<file path="src/rtl/dpa_pkg.sv">
// Shared constants, flag bundle and helper for the dpa arithmetic blocks.
package dpa_pkg;

  localparam int DPA_N     = 64;
  localparam int DPA_SLICE = 16;

  typedef struct packed {
    logic bout;
    logic negative;
    logic overflow;
    logic zero;
  } dpa_flags_t;

  // Signed overflow of a - b: operands differ in sign and the result sign left a's sign.
  function automatic logic dpa_signed_ovf(input logic a_msb, input logic b_msb, input logic d_msb);
    return (a_msb ^ b_msb) & (d_msb ^ a_msb);
  endfunction

endpackage

</file>
<file path="src/rtl/dpa_sub_slice.sv">
// Combinational SLICE-bit ripple subtractor: d_s = a_s + ~b_s + cin, cout is the carry out.
module dpa_sub_slice #(
  parameter int SLICE = 16
) (
  input  logic [SLICE-1:0] a_s,
  input  logic [SLICE-1:0] b_s,
  input  logic             cin,
  output logic [SLICE-1:0] d_s,
  output logic             cout
);

  logic [SLICE:0]   w_c;
  logic [SLICE-1:0] w_nb;

  assign w_nb   = ~b_s;
  assign w_c[0] = cin;

  generate
    for (genvar gi = 0; gi < SLICE; gi++) begin : g_bit
      assign d_s[gi]    = a_s[gi] ^ w_nb[gi] ^ w_c[gi];
      assign w_c[gi+1]  = (a_s[gi] & w_nb[gi]) | (w_c[gi] & (a_s[gi] ^ w_nb[gi]));
    end
  endgenerate

  assign cout = w_c[SLICE];

endmodule

</file>
<file path="src/rtl/dpa_sub_pipe.sv">
// Pipelined N-bit subtractor (diff = a - b - bin) with one SLICE-wide borrow segment per stage,
// valid/ready on both sides and registered status flags.
module dpa_sub_pipe
  import dpa_pkg::*;
#(
  parameter int N     = DPA_N,
  parameter int SLICE = DPA_SLICE
) (
  input  logic         clk,
  input  logic         rst,
  input  logic         in_valid,
  output logic         in_ready,
  input  logic [N-1:0] a,
  input  logic [N-1:0] b,
  input  logic         bin,
  input  logic         signed_en,
  output logic         out_valid,
  input  logic         out_ready,
  output logic [N-1:0] diff,
  output logic         bout,
  output logic         negative_flag,
  output logic         overflow_flag,
  output logic         zero_flag
);

  localparam int STAGES = N / SLICE;

  generate
    // A single-slice build has no borrow chain to split; use the combinational adder instead.
    if ((N % SLICE) != 0 || STAGES < 2) begin : g_param_check
      $error("dpa_sub_pipe: N must be a multiple of SLICE with at least two slices");
    end
  endgenerate

  logic [STAGES-1:0] r_valid;
  logic [STAGES-1:0] w_load;
  logic [STAGES-1:0] w_src_v;

  logic [N-1:0] r_diff  [STAGES];
  logic [N-1:0] r_a     [STAGES-1];
  logic [N-1:0] r_b     [STAGES-1];
  logic         r_carry [STAGES-1];
  logic         r_amsb  [STAGES-1];
  logic         r_bmsb  [STAGES-1];
  logic         r_sen   [STAGES-1];
  dpa_flags_t   r_flags;

  logic [N-1:0]     w_a_src    [STAGES];
  logic [N-1:0]     w_b_src    [STAGES];
  logic [N-1:0]     w_diff_new [STAGES];
  logic [SLICE-1:0] w_d_s      [STAGES];
  logic             w_cin      [STAGES];
  logic             w_cout     [STAGES];
  logic             w_amsb     [STAGES];
  logic             w_bmsb     [STAGES];
  logic             w_sen      [STAGES];

  logic [N-1:0] w_fin_diff;
  dpa_flags_t   w_flags_next;

  assign w_src_v = {r_valid[STAGES-2:0], in_valid};

  generate
    for (genvar gi = 0; gi < STAGES; gi++) begin : g_stage
      // A stage can load whenever it or any stage downstream of it holds a bubble, or the sink is taking.
      assign w_load[gi] = out_ready | ~(&r_valid[STAGES-1:gi]);

      if (gi == 0) begin : g_head
        assign w_a_src[gi]    = a;
        assign w_b_src[gi]    = b;
        assign w_cin[gi]      = ~bin;
        assign w_amsb[gi]     = a[N-1];
        assign w_bmsb[gi]     = b[N-1];
        assign w_sen[gi]      = signed_en;
        assign w_diff_new[gi] = {w_d_s[gi], {(N-SLICE){1'b0}}};
      end else begin : g_body
        assign w_a_src[gi]    = r_a[gi-1];
        assign w_b_src[gi]    = r_b[gi-1];
        assign w_cin[gi]      = r_carry[gi-1];
        assign w_amsb[gi]     = r_amsb[gi-1];
        assign w_bmsb[gi]     = r_bmsb[gi-1];
        assign w_sen[gi]      = r_sen[gi-1];
        // Finished slices shift down so slice 0 lands at the bottom after the last stage.
        assign w_diff_new[gi] = {w_d_s[gi], r_diff[gi-1][N-1:SLICE]};
      end

      dpa_sub_slice #(
        .SLICE (SLICE)
      ) u_slice (
        .a_s  (w_a_src[gi][SLICE-1:0]),
        .b_s  (w_b_src[gi][SLICE-1:0]),
        .cin  (w_cin[gi]),
        .d_s  (w_d_s[gi]),
        .cout (w_cout[gi])
      );
    end
  endgenerate

  assign w_fin_diff            = w_diff_new[STAGES-1];
  assign w_flags_next.bout     = ~w_cout[STAGES-1];
  assign w_flags_next.negative = w_sen[STAGES-1] & w_fin_diff[N-1];
  assign w_flags_next.overflow = w_sen[STAGES-1]
                               ? dpa_signed_ovf(w_amsb[STAGES-1], w_bmsb[STAGES-1], w_fin_diff[N-1])
                               : ~w_cout[STAGES-1];
  assign w_flags_next.zero     = (w_fin_diff == '0);

  always_ff @(posedge clk or posedge rst) begin
    if (rst) begin
      r_valid <= '0;
      r_flags <= '0;
      for (int k = 0; k < STAGES; k++) begin
        r_diff[k] <= '0;
      end
      for (int k = 0; k < STAGES-1; k++) begin
        r_a[k]     <= '0;
        r_b[k]     <= '0;
        r_carry[k] <= 1'b0;
        r_amsb[k]  <= 1'b0;
        r_bmsb[k]  <= 1'b0;
        r_sen[k]   <= 1'b0;
      end
    end else begin
      for (int k = 0; k < STAGES; k++) begin
        if (w_load[k]) begin
          r_valid[k] <= w_src_v[k];
        end
        if (w_load[k] && w_src_v[k]) begin
          r_diff[k] <= w_diff_new[k];
        end
      end
      for (int k = 0; k < STAGES-1; k++) begin
        if (w_load[k] && w_src_v[k]) begin
          r_a[k]     <= w_a_src[k] >> SLICE;
          r_b[k]     <= w_b_src[k] >> SLICE;
          r_carry[k] <= w_cout[k];
          r_amsb[k]  <= w_amsb[k];
          r_bmsb[k]  <= w_bmsb[k];
          r_sen[k]   <= w_sen[k];
        end
      end
      if (w_load[STAGES-1] && w_src_v[STAGES-1]) begin
        r_flags <= w_flags_next;
      end
    end
  end

  assign in_ready      = w_load[0];
  assign out_valid     = r_valid[STAGES-1];
  assign diff          = r_diff[STAGES-1];
  assign bout          = r_flags.bout;
  assign negative_flag = r_flags.negative;
  assign overflow_flag = r_flags.overflow;
  assign zero_flag     = r_flags.zero;

endmodule
</file>
<file path="config.mk">
export PLATFORM = sky130hd
export DESIGN_NAME = dpa_sub_pipe
export DESIGN_NICKNAME = d
export VERILOG_FILES = /design/src/rtl/dpa_pkg.sv /design/src/rtl/dpa_sub_slice.sv /design/src/rtl/dpa_sub_pipe.sv
export SDC_FILE = /design/constraint.sdc
export NUM_CORES = 1
export LEC_CHECK = 0
export ABC_AREA = 1
export CORE_AREA = 3 3 258 260
export CTS_CLUSTER_DIAMETER = 100
export DETAILED_ROUTE_END_ITERATION = 12
export DIE_AREA = 0 0 261 263
export PLACE_DENSITY_LB_ADDON = 0.2
export SYNTH_ARGS = -nofsm -noshare
export SYNTH_HDL_FRONTEND = slang
export SYNTH_SLANG_ARGS = --single-unit
</file>
<file path="constraint.sdc">
create_clock -name clk -period 18.9 [get_ports clk]
set_input_delay 5.67 -clock clk [delete_from_list [all_inputs] [get_ports clk]]
set_output_delay 5.67 -clock clk [all_outputs]
set_load 0.005 [all_outputs]
</file>
After elaboration in Yosys (flattened, before gate mapping)
Index checks and enable logic that the tools add are counted.
Widths: inputs -> output; s select.
{"block": "totals", "ff_bits": 372, "latchBits": 0, "ram_bits": 0, "mem_bits_ro": 0, "input_bits": 134, "out_inout_bits": 70, "memories": 0}
{"block": "op_classes", "addsub": 0, "mul": 0, "div_mod_pow": 0, "n_lt_le_gt_ge": 0, "eq_ne": 0, "shifts": 0, "n_mux": 1, "bitwise_logic": 338, "n_reduce_logical": 8}
{"operator": "$and 1x1->1", "count": 130}
{"operator": "$xor 1x1->1", "count": 130}
{"operator": "$or 1x1->1", "count": 68}
{"operator": "$logic_not 64->1", "count": 1}
{"operator": "$not 16->16", "count": 4}
{"operator": "$not 1->1", "count": 6}
{"operator": "$logic_and 1x1->1", "count": 4}
{"operator": "$reduce_and 4->1", "count": 1}
{"operator": "$reduce_and 3->1", "count": 1}
{"operator": "$reduce_and 2->1", "count": 1}
{"operator": "$mux 1", "count": 1}

Longest topological paths before layout
Gate-level depths: netlist of run 1.
{"block": "logic_depth", "ltp_word": 36, "ltp_mapped": 25, "depth_no_buf": 25}

Cells and area by module
A second synthesis of run 1 with hierarchy kept.
{"block": "unflattened", "hier_cells": 1754, "area_unflattened_um2": 16447.0}
{"mod": "dpa_sub_pipe", "instances": 1, "cells_per_inst": 1554, "area_per_inst_um2": 14655.3, "seq_area_each_um2": 9158.8}
{"mod": "dpa_sub_slice", "instances": 4, "cells_per_inst": 50, "area_per_inst_um2": 447.9, "seq_area_each_um2": 0.0}

Worst setup path after synthesis of run 1
No wires, ideal clock.
{"block": "synth_path", "kind": "input to register", "from": "input a[0]", "to": "register r_diff[255] (netlist name)", "setup_ns": 0.117, "t_arrival_ns": 12.012, "slack_ns": 6.772, "stages": 20, "n_path_buf": 0, "path_cell_list": "inv_1 -> fa_1 -> fa_1 -> fa_1 -> fa_1 -> fa_1 -> fa_1 -> fa_1 -> fa_1 -> fa_1 -> fa_1 -> fa_1 -> fa_1 -> fa_1 -> fa_1 -> fa_1 -> inv_1 -> fa_1 -> nand3_1 -> nand2_1"}
{"block": "synth_between", "elab_chain_cells": 32, "elab_cells_between_ends": 33}
{"element": "start: declaration", "line_no": "dpa_sub_pipe.sv:13", "source": "input logic [N-1:0] a,"}
{"element": "$xor 1x1->1", "line_no": "dpa_sub_slice.sv:21", "source": "assign w_c[gi+1] = (a_s[gi] & w_nb[gi]) | (w_c[gi] & (a_s[gi] ^ w_nb[gi]));"}
{"element": "$and 1x1->1", "line_no": "dpa_sub_slice.sv:21"}
{"element": "$or 1x1->1 *", "line_no": "dpa_sub_slice.sv:21"}
{"element": "$and 1x1->1 *", "line_no": "dpa_sub_slice.sv:21"}
{"element": "$or 1x1->1 *", "line_no": "dpa_sub_slice.sv:21"}
{"element": "$and 1x1->1 *", "line_no": "dpa_sub_slice.sv:21"}
{"element": "$or 1x1->1 *", "line_no": "dpa_sub_slice.sv:21"}
{"element": "$and 1x1->1 *", "line_no": "dpa_sub_slice.sv:21"}
{"element": "[17 not listed]"}
{"element": "$and 1x1->1 *", "line_no": "dpa_sub_slice.sv:21"}
{"element": "$or 1x1->1 *", "line_no": "dpa_sub_slice.sv:21"}
{"element": "$and 1x1->1 *", "line_no": "dpa_sub_slice.sv:21"}
{"element": "$or 1x1->1 *", "line_no": "dpa_sub_slice.sv:21"}
{"element": "$and 1x1->1 *", "line_no": "dpa_sub_slice.sv:21"}
{"element": "$or 1x1->1 *", "line_no": "dpa_sub_slice.sv:21"}
{"element": "$xor 1x1->1 *", "line_no": "dpa_sub_slice.sv:20", "source": "assign d_s[gi] = a_s[gi] ^ w_nb[gi] ^ w_c[gi];"}
{"element": "net g_stage[0].u_slice.d_s[15]", "line_no": "dpa_sub_slice.sv:8", "source": "output logic [SLICE-1:0] d_s,"}
{"element": "end signal: indexed assignment", "line_no": "dpa_sub_pipe.sv:128", "source": "r_diff[k] <= w_diff_new[k];"}
{"element": "end: declaration", "line_no": "dpa_sub_pipe.sv:39", "source": "logic [N-1:0] r_diff [STAGES];"}
Mark *: on every way through the listed nets, which the timed path passes. The rest lies on a longest branch.
A chain may end at the register's enable or synchronous reset.

Worst setup path in the final report of run 1
{"block": "layout_path", "from": "input out_ready", "to": "output in_ready"}
{"block": "layout_between", "elab_chain_cells": 1}
{"element": "start: declaration", "line_no": "dpa_sub_pipe.sv:18", "source": "input logic out_ready,"}
{"element": "$or 1x1->1", "line_no": "dpa_sub_pipe.sv:66", "source": "assign w_load[gi] = out_ready | ~(&r_valid[STAGES-1:gi]);"}
{"element": "end: declaration", "line_no": "dpa_sub_pipe.sv:12", "source": "output logic in_ready,"}
Every way passes these cells.

==> key figures, run 1 <==
Synthesis
  • Cell count after synthesis: ~1600
  • Net count after synthesis: 1833
  • Library cells used by synthesis: 24
  • Yosys synthesis warning count: 0
  • Flops & latches, synth: 366
  • Per-instance average area after synthesis: 9.82 sq um
  • Post-Synthesis Cell Area: approximately 0.016 sq mm
  • Seq/Total Area, Yosys: 57.1%

CTS
  • Clk slew on worst S/H paths: 0.06 ns
  • Number of buffers inserted by hold repair at cts: 0
  • TritonCTS sink count: 366
  • Worst-Skew Late Latency: 0.57 ns
  • Number of buffers added by the clock tree synthesis step: 45
  • Post-cts gate resize count: 0
  • Clock H-tree levels: 2
  • Clock tree from TritonCTS: done
  • Number of buffers inserted by post-CTS setup repair: 0
  • Buffer levels on the longest clock path: 3
  • Clk Tree Root Cell: sky130_fd_sc_hd__clkbuf_16

Pwr
  • Total Power Consumption: 3.07 mW
  • Sequential power share: 39.9%
  • Areal power density over the cells: 154 mW/mm^2
  • Leakage power summed over all cells: about 9.6 nW
  • Switching share of total power: 32.9%
  • Combinational fraction of design power: 30.0%
  • Worst voltage drop across the vdd grid: ~56 uV
  • Psw: 1.01 mW
  • Clock share of power: between 30% and 40%
  • Internal power: 2.06 mW

Worst hold path
  • Worst hold path type: reg -> reg

STA
  • Worst Slack Setup Final: 5.38 ns
  • Worst hold-check slack: 0.459 ns
  • Unrepaired setup endpoints after global routing: no
  • Final Cycle Share: a little over 70%
  • Crit path time final: 13.52 ns
  • Remaining max-slew budget at the tightest pin: 31.9%
  • Transition time of the tightest slew-check pin: 1.02 ns
  • Number of endpoints with negative hold slack in the final report: 0
  • Number of setup violations in the final report: 0
  • Final Max Slew Viols: 0
  • Largest clock skew in the final design: between 0.015 and 0.02 ns
  • Max Fclk: 74.0 MHz
  • Setup total negative slack: 0 ns

Floorplan
  • Die outline area: 0.0686 sq mm
  • X dimension of the die: 261 microns
  • Die Span Y: around 260 microns
  • Num rows: 93
  • Count of boundary I/O pins: 204
  • Initial core utilization: 24.9%
  • Core area: 0.0643 sq mm

Final layout
  • Final net count: 1943
  • Fraction of layout instances using a drive strength above 1: 7.82%
  • Final Util: 31.0%
  • Antenna cells: 0
  • Layout Area Growth over Synthesis: 24.2%

Drt
  • Number of routed nets with antenna violations: 0
  • Length of the first detailed-routing pass in iterations: 4
  • Routed wirelength normalized by instance count: 16.0 microns
  • Number of DRC markers in iteration 0: 705
  • Number of design rule violations left after detail routing: 0
  • Vias: ~11000
  • Post-detailed-route via-to-cell ratio: between 4 and 5
  • Routed WL: 42100 microns

Worst setup path
  • Cell repeated most along the worst path: sky130_fd_sc_hd__clkdlybuf4s50_1
  • Number of buffers and inverters on the critical path: 4
  • Data arrival time at the worst-slack endpoint: 7.85 ns
  • CP startpoint kind: input port
  • CP Capture Type: output pin
  • CP max stage delay: 0.68 ns
  • Dominant delay contributor by cell family on the critical path: buffers and inverters
  • Largest fanout on the critical path: 70
  • Critical path cell sequence: clkdlybuf4s50_1, inv_1, nand4_1, buf_4, or2_4, clkdlybuf4s50_1
  • Worst setup path class: in -> out
  • Cell with the biggest individual delay on the critical path: sky130_fd_sc_hd__buf_4
  • Req. time, crit path: 13.23 ns

Global routing
  • Pin count of the biggest net entering global routing: 112
  • Overall track demand over capacity in global routing: 12.5%
  • Vias in the first global route: 11907
  • First-pass GRT wire length: between 60000 and 70000 microns
  • Grt ovf: 0
  • Number of antenna violations at the first check in global routing: 0

Placement
  • Worst setup slack after placement: about 5.3 ns
  • RD Place Congestion: 0.734
  • Port bufs: 203
  • Post-detailed-placement half-perimeter wirelength: 27800 microns

Status
  • Outcome: finished, final reports clean

Job
  • Total of max-cap violations: 0
==> final cells by class <==
cell class              count  area, sq um
well taps                 855         1070
repair buffers            217         2130
multi-input cells        1031         5660
clock buffers              62         1270
clock inverters            18          308
fillers                  6714        44400
flip-flops and latches    366         9160
inverters                  83          320
==> cell usage after synthesis <==
master                     count  area, sq um
sky130_fd_sc_hd__inv_1        82          308
sky130_fd_sc_hd__a21oi_1      37          185
sky130_fd_sc_hd__nand3_1     169          846
sky130_fd_sc_hd__buf_8         1         15.0
sky130_fd_sc_hd__o211ai_1      1         7.51
sky130_fd_sc_hd__buf_2        32          160
sky130_fd_sc_hd__nand4_1       3         18.8
sky130_fd_sc_hd__o21ai_0      60          300
sky130_fd_sc_hd__buf_4        65          488
sky130_fd_sc_hd__buf_1        13         48.8
sky130_fd_sc_hd__buf_6         9          101
sky130_fd_sc_hd__nor3_1        1         5.00
sky130_fd_sc_hd__nor2_1       72          270
sky130_fd_sc_hd__clkbuf_1     34          128
sky130_fd_sc_hd__nand2_1     572         2150
sky130_fd_sc_hd__inv_2         1         3.75
sky130_fd_sc_hd__nand2_2       1         6.26
sky130_fd_sc_hd__or2_1         1         6.26
sky130_fd_sc_hd__dfrtp_1     366         9160
sky130_fd_sc_hd__a21oi_2       1         8.76
sky130_fd_sc_hd__mux2_2       47          529
sky130_fd_sc_hd__fa_1         64         1280
sky130_fd_sc_hd__o21a_1        1         7.51
sky130_fd_sc_hd__ha_1          1         12.5
==> power groups by stage <==
stage | registers [mW] | logic (mW) | clock network [mW]
finish | 1.22 | 0.922 | 0.923
detailed placement | 1.24 | 0.954 | 0
global route | 1.26 | 1.06 | 0.989
global placement | 1.23 | 0.934 | 0
CTS | 1.23 | 0.957 | 0.961
floorplan | 1.19 | 0.663 | 0
==> registers in the layout (all words and copies together), names as in the netlist <==
register / cells
r_diff: 96
r_a: 93
r_b: 93
diff: 64
r_valid: 4
r_amsb: 3
r_bmsb: 3
r_carry: 3
r_sen: 3
bout: 1
negative_flag: 1
overflow_flag: 1
zero_flag: 1
==> per-layer routing <==
layer / share of wire [%] / GRT usage, % / up-vias
li1: - / - / 5311
met1: 49 / 17.7 / 5404
met2: 45 / 19.6 / 173
met3: 4.1 / 2.14 / 48
met4: 2.0 / 3.78 / 0
met5: 0 / 0 / -
==> final timing paths <==
path	from	end	slack [ns]	depth (start not counted)
setup / recovery	out_ready	in_ready	5.38	6
setup reg to reg	r_b[64]	r_diff[127]	10.83	21
hold reg to reg	r_sen[0]	overflow_flag	0.46	1
max in group asynchronous	rst	r_a[68]	10.97	4
min in group asynchronous	rst	diff[5]	5.64	2
hold / removal	r_sen[0]	overflow_flag	0.46	1
==> kinds of logic after synthesis <==
| logic type | count (synthesis) | synth area share (%) |
|---|---|---|
| muxes | 47 | 3.30 |
| DFF | 366 | 57.1 |
| AOI/OAI and AO/OA | 100 | 3.17 |
| adders and majority gates | 65 | 8.06 |
| buffers and inverters | 237 | 7.81 |
| and+or+nand+nor | 819 | 20.6 |
==> cells in the final DEF (no fill, tap or decap), types with 2 or more instances in the layout <==
cell and instances:
sky130_fd_sc_hd__buf_4 15, sky130_fd_sc_hd__nand2_1 570, sky130_fd_sc_hd__inv_6 3, sky130_fd_sc_hd__nand3_1 169, sky130_fd_sc_hd__mux2_2 47, sky130_fd_sc_hd__clkbuf_1 11
sky130_fd_sc_hd__clkbuf_8 4, sky130_fd_sc_hd__inv_8 2, sky130_fd_sc_hd__nor2_1 72, sky130_fd_sc_hd__clkbuf_16 47, sky130_fd_sc_hd__inv_1 81, sky130_fd_sc_hd__a21oi_1 37
sky130_fd_sc_hd__clkdlybuf4s50_1 202, sky130_fd_sc_hd__clkinv_2 7, sky130_fd_sc_hd__dfrtp_1 365, sky130_fd_sc_hd__o21ai_0 60, sky130_fd_sc_hd__nand4_1 3, sky130_fd_sc_hd__nand2_4 3
sky130_fd_sc_hd__bufinv_16 8, sky130_fd_sc_hd__fa_1 64
==> through the flow <==
| step | cell area (sq um) | std cells |
|---|---|---|
| after floorplan | 16000 | 1634 |
| after global placement | 18300 | 2552 |
| after detailed placement | 18300 | 2552 |
| after CTS | 19900 | 2632 |
| after global routing | 19900 | 2632 |
| final | 19900 | 2632 |
Power figures use the tool's default switching activity.
==> inputs of run 2 (changes only) <==
clock period = 13 ns   (was 18.9 ns; I/O delays follow)
==> run 2 against run 1 <==
Final cell count rose by 0.11%. Sequential power rose by 46%. Power rose by 42%. Sequential cell count did not move. Critical path type is now in -> reg. Sequential share of layout area rose by 0.22 points. Cell area fell by 0.47%. Die area did not move. Register-to-register slack got worse by 5.8 ns.
==> key figures, run 2 (same netlist as run 1, synthesis figures left out) <==
Pwr
  • Leakage power summed over all cells: 9.51 nW (-0.54%)
  • Areal power density over the cells: 220 mW/mm^2 (+43%)
  • Worst voltage drop across the vdd grid: 78.6 uV (+40%)
  • Total Power Consumption: 4.37 mW (+42%)

STA
  • Worst hold-check slack: 0.465 ns (+0.00582 ns)
  • Number of setup violations in the final report: 0 (unchanged)
  • Setup total negative slack: 0 ns (unchanged)
  • Remaining max-slew budget at the tightest pin: 33.9% (+2.0 points)
  • Max Fclk: around 96 MHz
  • Number of endpoints with negative hold slack in the final report: 0 (unchanged)
  • Final Max Slew Viols: 0 (unchanged)
  • Transition time of the tightest slew-check pin: 0.991 ns (-0.0297 ns)
  • Largest clock skew in the final design: 0.0179 ns (-0.00155 ns)
  • Unrepaired setup endpoints after global routing: no
  • Crit path time final: 10.46 ns
  • Final Cycle Share: 80.5%

Final layout
  • Fill cell instance count of the final layout: 6754 (+0.60%)
  • Non-filler cells in the finished layout: 2635 (+0.11%)
  • Leading registers by flop count: r_diff: 96 flops, r_a: 93 flops, r_b: 93 flops
  • Largest register by flop count: r_diff
  • Most common library cell in the layout ignoring fill and taps: sky130_fd_sc_hd__nand2_1
  • Finished layout cell area: 0.0198 sq mm (-0.47%)
  • Leading cell types in the layout, fill and taps excluded: 570 x sky130_fd_sc_hd__nand2_1, 365 x sky130_fd_sc_hd__dfrtp_1, 202 x sky130_fd_sc_hd__clkdlybuf4s50_1
  • Final net count: 1942 (-0.051%)
  • Flip-flop count of the largest register, all copies and words added: 96 (unchanged)
  • Fraction of layout instances using a drive strength above 1: 7.89% (+0.065 points)
  • Layout Area Growth over Synthesis: 23.6%

Worst setup path
  • Largest fanout on the critical path: 1 (-99%)
  • Req. time, crit path: 13.45 ns (+0.22 ns)
  • Data arrival time at the worst-slack endpoint: 10.91 ns (+3.06 ns)
  • Worst setup path class: in -> reg
  • CP Capture Type: flop
  • CP startpoint kind: input port

CTS
  • Clk Tree Root Cell: sky130_fd_sc_hd__clkbuf_16
  • Worst-Skew Late Latency: 0.57 ns (about the same)
  • Clock H-tree levels: 2 (unchanged)
  • Number of buffers added by the clock tree synthesis step: 45 (unchanged)
  • Number of buffers inserted by hold repair at cts: 0 (unchanged)
  • Number of buffers inserted by post-CTS setup repair: 0 (unchanged)
  • Clk slew on worst S/H paths: 0.06 ns (about the same)
  • Post-cts gate resize count: 0 (unchanged)
  • Clock tree from TritonCTS: done
  • Buffer levels on the longest clock path: 3 (unchanged)
  • TritonCTS sink count: 366 (unchanged)

Floorplan
  • X dimension of the die: 261 microns (unchanged)
  • Core area: 0.0643 sq mm (unchanged)
  • Initial core utilization: 24.9% (unchanged)
  • Die outline area: 0.0686 sq mm (unchanged)
  • Count of boundary I/O pins: 204 (unchanged)
  • Die Span Y: 263 microns (unchanged)
  • Num rows: 93 (unchanged)

Drt
  • Post-detailed-route via-to-cell ratio: 4.13 (-0.68%)
  • Number of DRC markers in iteration 0: 496 (-30%)
  • Number of routed nets with antenna violations: 0 (unchanged)
  • Vias: 10874 (-0.57%)
  • Routed wirelength normalized by instance count: 15.7 microns (-2.0%)
  • Routed WL: 41300 microns (-1.9%)
  • Number of design rule violations left after detail routing: 0 (unchanged)
  • Length of the first detailed-routing pass in iterations: 4 (unchanged)

Global routing
  • Vias in the first global route: 11861 (-0.39%)
  • Number of antenna violations at the first check in global routing: 8 (+8)
  • Grt ovf: 0 (unchanged)
  • First-pass GRT wire length: 66800 microns (-2.0%)
  • Overall track demand over capacity in global routing: 12.3% (-0.21 points)
  • Pin count of the biggest net entering global routing: 168 (+50%)

Placement
  • Post-place instance area: 0.0183 sq mm (unchanged)
  • RD Place Congestion: 0.736 (+0.29%)
  • Placed cell count: 2551 (-0.039%)
  • Post-detailed-placement half-perimeter wirelength: 27600 microns (-0.77%)
  • Port bufs: 203 (unchanged)

Worst hold path
  • Worst hold path type: reg -> reg

Job
  • Total of max-cap violations: 0 (unchanged)

Status
  • Outcome: finished, final reports clean
## run 2: cell count changes in the layout (fill, tap and decap cells not counted)
cell	delta
sky130_fd_sc_hd__diode_2	+5
sky130_fd_sc_hd__clkbuf_1	-3
sky130_fd_sc_hd__bufinv_16	-4
sky130_fd_sc_hd__clkinv_2	+2
sky130_fd_sc_hd__clkbuf_16	-2
sky130_fd_sc_hd__inv_8	-2
sky130_fd_sc_hd__clkinvlp_4	+2
sky130_fd_sc_hd__clkbuf_8	+4
sky130_fd_sc_hd__buf_12	+1
sky130_fd_sc_hd__buf_4	-2
sky130_fd_sc_hd__inv_2	+1
sky130_fd_sc_hd__clkinv_4	+1
## run 2: cell type report
class	count	area (sq um)	share of cell area [%]
Tap cell	855	1070	5.39
Sequential cell	366	9160	46.2
Timing Repair Buffer	216	2140	10.8
Multi-Input combinational cell	1031	5660	28.5
Clock buffer	61	1270	6.38
Inverter	83	315	1.59
Antenna cell	5	12.5	0.0631
Clock inverter	18	208	1.05
## run 2: worst paths after layout
path,from,endpoint,slack [ns],depth (start not counted)
setup reg to reg,r_b[64],r_diff[127],5.00,21
hold reg to reg,r_diff[170],r_diff[170],0.47,2
setup / recovery,a[0],r_diff[255],2.54,21
hold / removal,r_diff[170],r_diff[170],0.47,2
max in group asynchronous,rst,diff[28],7.48,4
min in group asynchronous,rst,diff[4],3.93,3
## run 2: report_power, final
part           total [mW]  leakage (nW)  internal, mW  switching, mW
clock                1.26         0.731         0.760          0.496
combinational        1.33          4.29         0.615          0.720
sequential           1.78          4.49          1.54          0.242
total                4.37          9.51          2.91           1.46
## run 2: metrics by stage
step,utilization (%),setup slack (ns)
2_1_floorplan,-,2.64
3_3_place_gp,28.5,2.02
3_5_place_dp,28.5,1.96
4_1_cts,30.8,2.58
5_1_grt,30.8,2.38
6_report,30.8,2.54
## run 2: worst max-delay path, stage by stage
cell	delay (ns)
sky130_fd_sc_hd__clkdlybuf4s50_1	0.45
sky130_fd_sc_hd__inv_1	0.05
sky130_fd_sc_hd__fa_1	0.44
sky130_fd_sc_hd__fa_1	0.40
sky130_fd_sc_hd__fa_1	0.40
sky130_fd_sc_hd__fa_1	0.39
sky130_fd_sc_hd__fa_1	0.40
sky130_fd_sc_hd__fa_1	0.39
sky130_fd_sc_hd__fa_1	0.39
sky130_fd_sc_hd__fa_1	0.39
sky130_fd_sc_hd__fa_1	0.39
sky130_fd_sc_hd__fa_1	0.38
sky130_fd_sc_hd__fa_1	0.39
sky130_fd_sc_hd__fa_1	0.39
sky130_fd_sc_hd__fa_1	0.38
sky130_fd_sc_hd__fa_1	0.38
sky130_fd_sc_hd__fa_1	0.37
sky130_fd_sc_hd__inv_1	0.08
sky130_fd_sc_hd__fa_1	0.40
sky130_fd_sc_hd__nand3_1	0.09
sky130_fd_sc_hd__nand2_1	0.05
## run 2: metal layers
layer	GRT usage, %	wire length (microns)
met4	4.09	1080
met1	16.5	19200
met2	19.8	19000
met3	2.76	1910
met5	0	67
